===== config.mk =====
export PLATFORM = sky130hd
export DESIGN_NAME = ram_arbiter
export DESIGN_NICKNAME = d
export VERILOG_FILES = /design/src/rtl/ram_arbiter.sv
export SDC_FILE = /design/constraint.sdc
export NUM_CORES = 1
export LEC_CHECK = 0
export ABC_CLOCK_PERIOD_IN_PS = 1700
export BUFFER_PORTS_ARGS = -buffer_cell sky130_fd_sc_hd__buf_2
export CAP_MARGIN = 20
export CELL_PAD_IN_SITES_DETAIL_PLACEMENT = 0
export CELL_PAD_IN_SITES_GLOBAL_PLACEMENT = 1
export CORE_MARGIN = 1.5
export CORE_UTILIZATION = 35
export DETAILED_ROUTE_END_ITERATION = 16
export PLACE_DENSITY_LB_ADDON = 0.05
export SLEW_MARGIN = 10
export SYNTH_ARGS = -nofsm -noshare
export SYNTH_HDL_FRONTEND = slang
export SYNTH_SLANG_ARGS = --single-unit

===== constraint.sdc =====
create_clock -name clk -period 1.7 [get_ports clk]
set_input_delay 0.17 -clock clk [delete_from_list [all_inputs] [get_ports clk]]
set_output_delay 0.17 -clock clk [all_outputs]
set_load 0.01 [all_outputs]

===== src/rtl/ram_arbiter.sv =====
// rtl/ram_arbiter.sv - round-robin two-port arbiter for one single-port synchronous RAM
// Each grant runs IDLE -> ACCESS -> DONE; ack and read data return to the granted port.
module ram_arbiter #(
  parameter int A = 10,
  parameter int D = 8
) (
  input  logic         clk,
  input  logic         rst_n,
  input  logic         req0,
  input  logic         req1,
  input  logic         we0,
  input  logic         we1,
  input  logic [A-1:0] addr0,
  input  logic [A-1:0] addr1,
  input  logic [D-1:0] wdata0,
  input  logic [D-1:0] wdata1,
  output logic         ack0,
  output logic         ack1,
  output logic [D-1:0] rdata0,
  output logic [D-1:0] rdata1,
  output logic         ram_cs,
  output logic         ram_we,
  output logic [A-1:0] ram_addr,
  output logic [D-1:0] ram_din,
  input  logic [D-1:0] ram_dout
);

  typedef enum logic [1:0] {
    S_IDLE   = 2'd0,
    S_ACCESS = 2'd1,
    S_DONE   = 2'd2
  } state_t;

  state_t       state_q, state_d;
  logic         last_q, last_d;
  logic         win_q, win_d;
  logic         op_we_q, op_we_d;
  logic         ram_cs_q, ram_cs_d;
  logic         ram_we_q, ram_we_d;
  logic [A-1:0] ram_addr_q, ram_addr_d;
  logic [D-1:0] ram_din_q, ram_din_d;
  logic         ack0_q, ack0_d;
  logic         ack1_q, ack1_d;
  logic [D-1:0] rdata0_q, rdata0_d;
  logic [D-1:0] rdata1_q, rdata1_d;

  logic         elig0, elig1, pick1;

  // A port whose ack is showing this cycle is about to drop req; never re-grant it.
  assign elig0 = req0 & ~ack0_q;
  assign elig1 = req1 & ~ack1_q;
  assign pick1 = elig1 & (~elig0 | ~last_q);

  always_comb begin
    state_d    = state_q;
    last_d     = last_q;
    win_d      = win_q;
    op_we_d    = op_we_q;
    ram_cs_d   = ram_cs_q;
    ram_we_d   = ram_we_q;
    ram_addr_d = ram_addr_q;
    ram_din_d  = ram_din_q;
    ack0_d     = 1'b0;
    ack1_d     = 1'b0;
    rdata0_d   = rdata0_q;
    rdata1_d   = rdata1_q;
    case (state_q)
      S_IDLE: begin
        ram_cs_d = 1'b0;
        ram_we_d = 1'b0;
        if (elig0 | elig1) begin
          win_d      = pick1;
          last_d     = pick1;
          op_we_d    = pick1 ? we1 : we0;
          ram_cs_d   = 1'b1;
          ram_we_d   = pick1 ? we1 : we0;
          ram_addr_d = pick1 ? addr1 : addr0;
          ram_din_d  = pick1 ? wdata1 : wdata0;
          state_d    = S_ACCESS;
        end
      end
      S_ACCESS: begin
        ram_cs_d = 1'b0;
        ram_we_d = 1'b0;
        state_d  = S_DONE;
      end
      S_DONE: begin
        if (!op_we_q) begin
          if (win_q) rdata1_d = ram_dout;
          else       rdata0_d = ram_dout;
        end
        ack0_d  = ~win_q;
        ack1_d  = win_q;
        state_d = S_IDLE;
      end
      default: begin
        ram_cs_d = 1'b0;
        ram_we_d = 1'b0;
        state_d  = S_IDLE;
      end
    endcase
  end

  always_ff @(posedge clk or negedge rst_n) begin
    if (!rst_n) begin
      state_q    <= S_IDLE;
      last_q     <= 1'b1;
      win_q      <= 1'b0;
      op_we_q    <= 1'b0;
      ram_cs_q   <= 1'b0;
      ram_we_q   <= 1'b0;
      ram_addr_q <= '0;
      ram_din_q  <= '0;
      ack0_q     <= 1'b0;
      ack1_q     <= 1'b0;
      rdata0_q   <= '0;
      rdata1_q   <= '0;
    end else begin
      state_q    <= state_d;
      last_q     <= last_d;
      win_q      <= win_d;
      op_we_q    <= op_we_d;
      ram_cs_q   <= ram_cs_d;
      ram_we_q   <= ram_we_d;
      ram_addr_q <= ram_addr_d;
      ram_din_q  <= ram_din_d;
      ack0_q     <= ack0_d;
      ack1_q     <= ack1_d;
      rdata0_q   <= rdata0_d;
      rdata1_q   <= rdata1_d;
    end
  end

  assign ack0     = ack0_q;
  assign ack1     = ack1_q;
  assign rdata0   = rdata0_q;
  assign rdata1   = rdata1_q;
  assign ram_cs   = ram_cs_q;
  assign ram_we   = ram_we_q;
  assign ram_addr = ram_addr_q;
  assign ram_din  = ram_din_q;

endmodule


==> reports/results.txt <==
DP Area: 2350 µm²
setup TNS: 0 ps
worst min path class: in -> reg
TritonCTS clock tree: yes
share of post-route cells with drive strength above 1: 0.523
via count: 1365
num ports: 88
DRT Pass-1 Iters: 4
vias in the first global route: 1321
post-route ant nets: 0
Slew HR: 0.640
net count reported at finish: 284
Tcrit/Tclk final: 0.918
area leader, netlist: dfrtp_1
worst-margin pin slew: 539 ps
cell row count: 26
ys flop type: dfrtp_1
Synthesized Nets: 192
ANT cells: 0
DP HPWL: 2.83 mm
detailed-route wire length per cell: 12.5 µm
Synth cell types: 22
area share of the largest cell type after synthesis: 0.573
most frequent cells in the layout: buf_2 (87), dfrtp_1 (42), nand2_1 (22)
Pleak: 1.28 nW
Avg Synthesized Cell Area: 12.9 µm²
WP data arrival: 1720 ps
total clock buffers created by CTS: 5
Die H: 75.4 µm
asr flop ratio synth: 1.00
Max Root-Sink Buffers: 2
Root Buffer: clkbuf_8
largest net degree at the start of global routing: 44
Overall Global Routing Usage: 0.142
Power Density: 1840 nW/µm²
Post-synth EDFFs: 0
flops & latches, synth: 43
synthesized area: 1840 µm²
H-tree levels: 2
Max IR drop VDD: 0.523 mV
Routed Wire Length: 3.81 mm
synthesis-to-layout area growth: 35.9%
worst setup margin: 139 ps
Peak Freq: 0.641 GHz
commonest non-fill, non-tap cell in the layout: buf_2
final setup fails: 0
hold_sp: ram_dout[0]
global-route wire length before repair: 5.98 mm
RSZ-0062 raised after global routing: no
vias per cell: 4.48
Final Critical Period: 1560 ps
number of max-cap violations: 0
Hold Vio Cnt, Final: 0
ranking of synthesized cells by area: dfrtp_1 (57%), mux2i_1 (10%), mux2_2 (6.1%), mux2_4 (5.7%), nand2_1 (4.5%)
Crit Path Max Fanout: 8
RR Startpoint: state_q[1]
CP startpoint kind: flop
CP Launch Point: state_q[1]
Finished Cell Area: 2490 µm²
Die Wd: 75.4 µm
post-synthesis sequential area ratio: 0.587
CP Class: reg -> reg
Non-Filler Instances: 305
core area: 5070 µm²
Post-Synthesis Cells: 142
worst clock skew: 9.11 ps
die area: 5690 µm²
setup bufs post-CTS: 0
status: finished, final reports clean
initial antenna violation count: 0
Worst Path Required: 1860 ps
critical path endpoint category: flop
max-slew violation count: 0
Inst Count DP: 296
Iter 0 DRT Violations: 57
worst skew pair latency: 290 ps
Synth Warn #: 0
Clock Sinks: 43
RePlAce Congestion: 0.718
dpl ws: 163 ps
grt ovf: 0
input/output buffers: 87
DRC errors left: 0
clock transition at the registers of the reported paths: 80 ps
Initial Utilization: 0.362
Yosys cell counts, types with 2 or more instances:
| cell | number |
|---|---|
| nor2b_1 | 2 |
| o21ai_0 | 16 |
| clkbuf_1 | 3 |
| nor2_1 | 2 |
| mux2_2 | 10 |
| mux2i_1 | 19 |
| o21ai_1 | 4 |
| mux2_4 | 7 |
| dfrtp_1 | 42 |
| buf_6 | 3 |
| nand2_1 | 22 |
| nor2b_2 | 2 |
final cells by class:
cell class / count / area, µm²
Timing Repair Buffer: 92 / 488
Sequential cell: 43 / 1080
Tap cell: 70 / 87.6
Multi-Input combinational cell: 91 / 704
Fill cell: 499 / 2580
Clock buffer: 6 / 72.6
Clock inverter: 2 / 60.1
Inverter: 1 / 3.75
repair_timing:
item,in CTS,in global routing
gates resized for setup,0,0
hold buffers,1,0
hold endpoints to repair,42,0
final timing paths:
| kind | to | slack, ps | depth (start not counted) |
|---|---|---|---|
| setup / recovery | rdata1[1] | 140 | 4 |
| hold / removal | rdata1[0] | 120 | 2 |
| setup reg to reg | rdata1[1] | 140 | 4 |
| hold reg to reg | ram_addr[1] | 480 | 2 |
| max in group asynchronous | last_q | 840 | 3 |
| min in group asynchronous | ram_cs | 480 | 3 |
per-layer routing:
layer | global-route usage | routed length [µm] | vias up
li1 | - | - | 667
met1 | 0.162 | 1610 | 640
met2 | 0.243 | 1880 | 56
met3 | 0.0463 | 293 | 2
met4 | 0.0595 | 22 | 0
met5 | 0 | 0 | -
kinds of logic after synthesis:
group | after synthesis | share of synthesized area
buf+inv | 8 | 0.0293
mux | 37 | 0.228
simple gates | 32 | 0.0900
compound gates | 22 | 0.0654
flops | 43 | 0.587
sequential cells by signal, summed over array words and instances, names as in the netlist:
register  flops
ram_we        1
ack0          1
ack1          1
ram_cs        1
win_q         1
state_q       2
rdata0        8
last_q        1
ram_din       8
op_we_q       1
ram_addr     10
rdata1        8
per-stage QoR:
step	utilization	hold WS (ps)	power, mW
global placement	0.463	275	3.66
CTS	0.491	108	4.68
detailed placement	0.463	286	3.74
floorplan	-	-126	3.00
global route	0.491	109	4.99
finish	0.491	120	4.60
critical path, cell delays in order (launching register included):
cell	delay (ps)
dfrtp_1	390
nor2b_2	200
and2_4	160
nor2b_4	320
mux2_1	370
power breakdown:
group | leakage, nW | switching [mW] | internal (mW) | total [mW]
Combinational | 0.689 | 0.932 | 0.915 | 1.85
Sequential | 0.527 | 0.290 | 1.54 | 1.83
Clock | 0.0654 | 0.335 | 0.587 | 0.922
Note: power is estimated with default switching activity, not from simulation.
